**src/rtl/bp_pkg.sv**
```systemverilog
// Shared widths, counter encoding and BTB entry layout for the gshare branch predictor.
package bp_pkg;

  localparam int unsigned PC_W      = 5;
  localparam int unsigned IDX_W     = 4;
  localparam int unsigned CNT_W     = 2;
  localparam int unsigned TAG_W     = PC_W - IDX_W;
  localparam int unsigned TBL_DEPTH = 1 << IDX_W;
  localparam int unsigned STAT_W    = 16;

  typedef enum logic [CNT_W-1:0] {
    SNT = 2'b00,
    WNT = 2'b01,
    WT  = 2'b10,
    ST  = 2'b11
  } ctr_e;

  localparam ctr_e PHT_RST = WNT;

  typedef struct packed {
    logic             valid;
    logic [TAG_W-1:0] tag;
    logic [PC_W-1:0]  target;
  } btb_entry_t;

  localparam logic [STAT_W-1:0] STAT_MAX = 16'hFFFF;

endpackage

```
**src/rtl/btb_table.sv**
```systemverilog
// Direct-mapped branch target buffer: combinational read, synchronous write and reset.
module btb_table
  import bp_pkg::*;
(
  input  logic             clk,
  input  logic             reset,
  input  logic [IDX_W-1:0] rd_idx,
  output logic             rd_valid,
  output logic [TAG_W-1:0] rd_tag,
  output logic [PC_W-1:0]  rd_target,
  input  logic             wr_en,
  input  logic [IDX_W-1:0] wr_idx,
  input  logic [TAG_W-1:0] wr_tag,
  input  logic [PC_W-1:0]  wr_target
);

  btb_entry_t mem [TBL_DEPTH];

  always_ff @(posedge clk) begin
    if (reset) begin
      for (int i = 0; i < int'(TBL_DEPTH); i++) begin
        mem[i] <= '0;
      end
    end else if (wr_en) begin
      mem[wr_idx] <= '{valid: 1'b1, tag: wr_tag, target: wr_target};
    end
  end

  // No write bypass: a same-cycle reader sees the pre-write entry.
  assign rd_valid  = mem[rd_idx].valid;
  assign rd_tag    = mem[rd_idx].tag;
  assign rd_target = mem[rd_idx].target;

endmodule

```
**src/rtl/gshare_branch_predictor.sv**
```systemverilog
// Gshare predictor: PHT of 2-bit counters indexed by pc^GHR, non-speculative GHR,
// BTB for targets, and execute-stage misprediction detection with redirect.
module gshare_branch_predictor #(
  parameter int unsigned PC_W  = bp_pkg::PC_W,
  parameter int unsigned IDX_W = bp_pkg::IDX_W,
  parameter int unsigned CNT_W = bp_pkg::CNT_W
) (
  input  logic             clk,
  input  logic             reset,
  input  logic [PC_W-1:0]  pc_F,
  output logic             prediction,
  output logic             hit,
  output logic [PC_W-1:0]  pred_target,
  output logic [IDX_W-1:0] GHR_value,
  input  logic             res_valid,
  input  logic [PC_W-1:0]  res_pc,
  input  logic [IDX_W-1:0] res_idx,
  input  logic             res_taken,
  input  logic             res_pred,
  input  logic             res_hit,
  input  logic [PC_W-1:0]  res_target,
  output logic             flush_hit,
  output logic [PC_W-1:0]  redirect_pc,
  output logic [15:0]      br_count,
  output logic [15:0]      mp_count
);

  localparam int unsigned DEPTH = 1 << IDX_W;
  localparam int unsigned TAG_W = PC_W - IDX_W;

  logic [CNT_W-1:0] pht [DEPTH];
  logic [IDX_W-1:0] ghr;
  logic [IDX_W-1:0] fetch_idx;
  logic             btb_valid;
  logic [TAG_W-1:0] btb_tag;
  logic             mispredict;

  btb_table u_btb (
    .clk       (clk),
    .reset     (reset),
    .rd_idx    (pc_F[IDX_W-1:0]),
    .rd_valid  (btb_valid),
    .rd_tag    (btb_tag),
    .rd_target (pred_target),
    .wr_en     (res_valid & res_taken),
    .wr_idx    (res_pc[IDX_W-1:0]),
    .wr_tag    (res_pc[PC_W-1:IDX_W]),
    .wr_target (res_target)
  );

  // Fetch-side read
  assign fetch_idx  = pc_F[IDX_W-1:0] ^ ghr;
  assign prediction = pht[fetch_idx][CNT_W-1];
  assign hit        = btb_valid & (btb_tag == pc_F[PC_W-1:IDX_W]);
  assign GHR_value  = ghr;

  // Execute-side resolution
  assign mispredict  = res_valid & ((res_hit & res_pred) != res_taken);
  assign flush_hit   = mispredict;
  assign redirect_pc = !mispredict ? '0 :
                       res_taken   ? res_target : res_pc + PC_W'(1);

  always_ff @(posedge clk) begin
    if (reset) begin
      for (int i = 0; i < int'(DEPTH); i++) begin
        pht[i] <= CNT_W'(bp_pkg::PHT_RST);
      end
      ghr      <= '0;
      br_count <= '0;
      mp_count <= '0;
    end else if (res_valid) begin
      if (res_taken) begin
        if (pht[res_idx] != '1) pht[res_idx] <= pht[res_idx] + CNT_W'(1);
      end else begin
        if (pht[res_idx] != '0) pht[res_idx] <= pht[res_idx] - CNT_W'(1);
      end
      ghr <= {ghr[IDX_W-2:0], res_taken};
      if (br_count != bp_pkg::STAT_MAX) br_count <= br_count + 16'(1);
      if (mispredict && (mp_count != bp_pkg::STAT_MAX)) mp_count <= mp_count + 16'(1);
    end
  end

endmodule

```
**config.mk**
```make
export PLATFORM = sky130hd
export DESIGN_NAME = gshare_branch_predictor
export DESIGN_NICKNAME = d
export VERILOG_FILES = /design/src/rtl/bp_pkg.sv /design/src/rtl/btb_table.sv /design/src/rtl/gshare_branch_predictor.sv
export SDC_FILE = /design/constraint.sdc
export NUM_CORES = 1
export LEC_CHECK = 0
export CAP_MARGIN = 30
export CORE_ASPECT_RATIO = 1.1
export CORE_MARGIN = 2
export CORE_UTILIZATION = 51
export DETAILED_ROUTE_END_ITERATION = 8
export PLACE_DENSITY_LB_ADDON = 0.08
export SLEW_MARGIN = 20
export SYNTH_ARGS = -nofsm -noshare
export SYNTH_HDL_FRONTEND = slang
export SYNTH_HIERARCHICAL = 1
export SYNTH_SLANG_ARGS = --single-unit
export TNS_END_PERCENT = 50
```
**constraint.sdc**
```tcl
create_clock -name clk -period 4.3 [get_ports clk]
set_clock_uncertainty 0.05 [all_clocks]
set_input_delay 0.43 -clock clk [delete_from_list [all_inputs] [get_ports clk]]
set_output_delay 0.43 -clock clk [all_outputs]
set_load 0.02 [all_outputs]
```
Word-level counts from Yosys, hierarchy flattened. Memories as Yosys holds them, arrays and structs flattened. Index checks and enable logic that the tools add are counted.

Add/sub/neg operators: 5. Equal/unequal tests: 5. Reductions and logical operators: 6. Multiplexer cells: 24. Bitwise gates (word level): 6.

Operators by type and width (count): $add 16x1->16 const B (2); $ne 16x16->1 const B (2); $mux 1 (17); $mux 5 (2); $mux 4 (2); $mux 7 (1); $reduce_or 7->1 (1); $add 5x1->5 const B (1); $and 1x1->1 (4); $mux 2 (2); $reduce_and 2->1 (2); $xor 4x4->4 (1); $add 2x1->2 const B (1); $ne 2x2->1 const B (1); $reduce_bool 2->1 (1); $reduce_or 2->1 (1); $sub 2x1->2 const B (1); $eq 1x1->1 (1); $logic_and 1x1->1 (1); $ne 1x1->1 (1); $or 1x1->1 (1).

Input port bits: 25. RAM bits: 144. Register bits: 36. Output and inout port bits: 49. Memories kept: 2. Word-level logic and storage cells: 51.

Memories: u_btb.mem (words 16, width 7, rd ports 1, clocked after Yosys merged registers in 0, wr ports 16, line btb_table.sv:17) `btb_entry_t mem [TBL_DEPTH];`; pht (words 16, width 2, rd ports 2, clocked after Yosys merged registers in 0, wr ports 16, line gshare_branch_predictor.sv:31) `logic [CNT_W-1:0] pht [DEPTH];`.

Depth between registers and ports, before layout. An unclocked memory read counts as a cell.

Depth after elaboration: 10. Mapped depth: 8. Gate-level depth less buffers: 7.

Hierarchy. The synthesis kept the hierarchy.

Modules (own cells, without submodules): btb_table (cells an instance 334, sequential area each 3203.1 um^2, instances 1, area an instance 5048.6 um^2); gshare_branch_predictor (cells an instance 374, sequential area each 1681.6 um^2, instances 1, area an instance 3689.8 um^2).

Worst setup path before layout. OpenSTA, ideal clock, no wires.

Path type: input port to flip-flop. Start point: input res_idx[0]. End point: memory pht[0][1], data pin. Stages: 8. Data required time: 3989 ps. Setup slack: 1602 ps. Data arrival time: 2387 ps. Library setup time: 261 ps. Buffers on the path: 2. Cells stage by stage: buf_6 -> mux4_2 -> and2_1 -> or4_4 -> buf_6 -> xor2_2 -> a32oi_2 -> nor2_1.

RTL lines: start, declared (line gshare_branch_predictor.sv:17) `input logic [IDX_W-1:0] res_idx,`; end, declared (line gshare_branch_predictor.sv:31).

Worst setup path in the final report.
Start point: input pc_F[1]. End point: output hit.

Word-level cells in the longest chain between the ends: 3.

Ends and longest elaborated chain: start, declared (line gshare_branch_predictor.sv:10) `input logic [PC_W-1:0] pc_F,`; $mem_v2 16x7; via btb_tag (line gshare_branch_predictor.sv:35) `logic [TAG_W-1:0] btb_tag;`; $eq 1x1->1 (line gshare_branch_predictor.sv:54) `assign hit = btb_valid & (btb_tag == pc_F[PC_W-1:IDX_W]);`; $and 1x1->1 (line gshare_branch_predictor.sv:54); end, declared (line gshare_branch_predictor.sv:12) `output logic hit,`.

The timed path passes the listed nets, and every way through them passes these cells.

==> out/results.env <==
SYNTH.AVG_CELL_AREA_UM2=12.3
CRITICAL_PATH_ARRIVAL_NS=2.90
PERIOD_MINUS_SLACK_NS=3.38
SYNTH_XOR_AREA_SHARE_PCT=3.19
ROUTE.FINAL.WIRE_LENGTH_UM=20600
SYNTHESIS.AREA_UM2=8740
CHAIN_OF_CELLS_FORMING_THE_CRITICAL_PATH='clkdlybuf4s50_1 -> buf_4 -> mux4_2 -> a22oi_1 -> nand2_1 -> xnor2_1 -> and2_1 -> clkdlybuf4s50_1'
WORSTREG2REGSTART='pht[11][0]'
ROUTED-VIA-COUNT=5843
RUN_STATUS='complete, no violations'
CRITPATHMAXSTAGEDELAY_NS=0.59
YOSYS_REGISTER_BITS=180
GRT_FIRST_PASS_WIRELENGTH_UM=32200
CTS_TREE='done'
POST_DP_CELL_AREA_UM2=9660
PORT_BUFFERS=73
FIN_CRIT_SH_PCT=78.6
POST-CTS-SETUP-BUFFERS=0
CTS.CLK_SLEW.WORST_PATHS_NS=0.06
YOSYS.AREA.TOP_TYPE='edfxtp_1'
SYNTH.AREA.TOP_CELLS='edfxtp_1 (44%), dfxtp_1 (12%), mux4_2 (10%)'
YOSYS.AREA_SHARE.ADDER_PCT=0.430
IRDROPWORSTVDD_mV=0.290
SYNTH_TOP_FLOP_CELL='edfxtp_1'
CP_DATA_REQUIRED_TIME_NS=3.82
COMBINATIONAL_FAMILY_WITH_THE_MOST_AREA_AFTER_SYNTHESIS='simple AND/OR/NAND/NOR gates'
POSTCTSHOLDBUFS=0
POST_CTS_RESIZED=0
ANTENNA_VIOLATING_NETS_POST_ROUTE=0
DIE-AREA_UM2=18200
REG2REG_SLACK_NS=1.57
SYNTHESIS.INSTANCES=708
FINAL_CORE_UTIL_PCT=60.7
POST_DRT_VIA_CELL_RATIO=5.80
SYNTHDISTINCTLIBCELLS=57
NUM_IO_PINS=74
DP_SLACK_NS=0.636
SYNTHTOLAYOUTAREAGROWTH_PCT=17.3
SYNTHMOSTINSTANTIATEDCELL='edfxtp_1'
NUMBER_OF_ENABLE_TYPE_REGISTER_CELLS_IN_THE_SYNTHESIZED_NETLIST=128
DIE-HEIGHT_UM=141
CTS.ROOT.BUFFER_CELL='clkbuf_16'
DP_HPWL_UM=14900
CP_SLOWEST_CELL='clkdlybuf4s50_1'
CONGESTION_OVERFLOW_GR=0
TIMING_MAX_TRANSITION_VIOLATIONS_FINAL=0
PLACEDCELLCOUNT=972
GRT_PASS1_VIAS=5767
INSERTEDDIODECOUNT=0
MAX_ROOT_SINK_BUFFERS=2
TOTAL_LEAKAGE_POWER_nW=3.68
ANTENNA_FOUND_INITIAL=0
FIRSTDRTPASSITERS=5
ROUTE.DETAILED.DRC=0
DRT-INITIAL-DRC-COUNT=321
FINAL.HOLD.WORST_SLACK_NS=0.406
SYNTH_WARNINGS=6
YOSYS-MUX-AREA-FRACTION_PCT=11.1
WORST_SKEW_PAIR.LATE_LATENCY_NS=0.42
CLOCK_TREE.HTREE_LEVEL_COUNT=4
HOLD_CLASS='reg -> reg'
TOTAL_POWER_DRAW_mW=3.80
YOSYSSEQAREASHARE_PCT=55.9
SYNTH_COMMONEST_CELLS='edfxtp_1 (128), and2_1 (103), nor2_1 (77), dfxtp_1 (52), nand2_1 (44)'
ROW_COUNT=50
CRIT_PATH_START='pc_F[1]'
WORSTSETUPSTARTPOINTTYPE='input pin'
MAXCAPVIOLATIONS=0
MAX_FREQ_GHz=0.296
POWER_DENSITY_nW_PER_UM2=371
TIMING.FINAL.WS_SETUP_NS=0.919
DRT-WIRELENGTH-PER-CELL_UM=20.4
SYNTH_COMPOUND_GATE_AREA_SHARE_PCT=7.99
CTS_INSERTED_BUFFERS=17
MAXIMUM_NUMBER_OF_PINS_ON_ONE_NET_BEFORE_GLOBAL_ROUTE_REPAIR=35
PATH_MAX_FANOUT=28
FINAL_NETS=814
FLOORPLAN.DIE.WIDTH_UM=129
CORE_REGION_AREA_UM2=16900
SYNTH_TOP_CELL_AREA_SHARE_PCT=44.0
SYNTH_FP_NETS=736
SETUP_VIOL=0
ASYNC_RESET_FF_SHARE_PCT=0
WORST_HOLD_STARTPOINT='u_btb/mem[4][6]'
GRTUSAGETOTAL_PCT=23.7
SYNTH_SIMPLE_GATE_AREA_SHARE_PCT=19.0
CRIT_PATH_FREQUENT_CELL='clkdlybuf4s50_1'
CTS.SINKS=180
WORSTMARGINPINSLEW_NS=0.919
PLACE_CONGESTION=0.918
FINAL_CELL_AREA_UM2=10200
STDCELL_COUNT=1007
TIMING_HOLD_VIOLATIONS_FINAL=0
FIN_SETUP_TNS_NS=0
DRIVE_GT1_SHARE_PCT=14.3
UNREPAIRED_SETUP_ENDPOINTS_AFTER_GLOBAL_ROUTING='false'
RELSLEWSLACK_PCT=38.1
START_UTIL_PCT=51.7
SETUP.WORST_PATH.CLASS='in -> out'
ENDPOINT_CLASS_OF_THE_CRITICAL_PATH='output pin'
-- placed cells by master, fill, tap and decap left out, types with 8 or more instances in the layout --
master / netlist / layout
o21bai_1: 14 / 14
and2_1: 103 / 103
dfxtp_1: 52 / 52
nand3_1: 14 / 14
mux4_2: 40 / 40
o21ai_0: 16 / 16
clkdlybuf4s50_1: 0 / 71
inv_1: 11 / 11
nand4_1: 8 / 8
nand2_1: 44 / 44
a21o_1: 15 / 15
clkbuf_16: 0 / 17
nor3_1: 8 / 8
a21oi_1: 14 / 14
edfxtp_1: 128 / 128
buf_4: 1 / 14
nor2_1: 77 / 77
xor2_1: 20 / 20
a22oi_1: 15 / 15
xnor2_1: 10 / 10
-- worst max-delay path, delay by kind of cell --
| kind | cells | cell delay [ns] |
|---|---|---|
| compound gates | 1 | 0.17 |
| mux | 1 | 0.40 |
| simple gates | 2 | 0.22 |
| buf+inv | 3 | 1.55 |
| xor+xnor | 1 | 0.12 |
-- state kept, by name, indices dropped and copies added (netlist names) --
| signal | count |
|---|---|
| u_btb/mem | 112 |
| GHR_value | 4 |
| br_count | 16 |
| mp_count | 16 |
| pht | 32 |
-- power breakdown --
group	internal, mW	switching [mW]	leakage, nW	total, mW
registers	1.92	0.0278	1.61	1.94
logic	0.153	0.205	1.80	0.359
clock network	0.823	0.673	0.274	1.50
-- layout make-up --
class                           instances  area [um2]
Tap cell                              208         260
Multi-Input combinational cell        484        3640
Fill cell                            1362        6640
Sequential cell                       180        4880
Clock inverter                         13         126
Timing Repair Buffer                   91         846
Clock buffer                           19         443
Inverter                               12        45.0
-- per-layer routing --
layer | global-route usage, % | wire [um] | vias up
met5 | 0 | 0 | -
met4 | 9.04 | 481 | 0
met3 | 4.56 | 1010 | 29
met2 | 39.2 | 10400 | 172
met1 | 31.2 | 8650 | 2892
li1 | - | - | 2750
-- cells by family (layout without fill, tap and decap cells) --
family,count (synthesis),after routing
AO/OA/AOI/OAI,98,98
buffers and inverters,44,135
flip-flops,180,180
multiplexers,47,47
XOR/XNOR,31,31
adder cells (fa/ha/maj),3,3
AND/OR/NAND/NOR,305,305
-- worst paths after layout --
kind,end,depth (start not counted)
min,u_btb/mem[4][6],1
max reg2reg,pht[8][1],6
min reg2reg,u_btb/mem[4][6],1
max,hit,8
No activity file was read; power rests on OpenSTA's default activity.
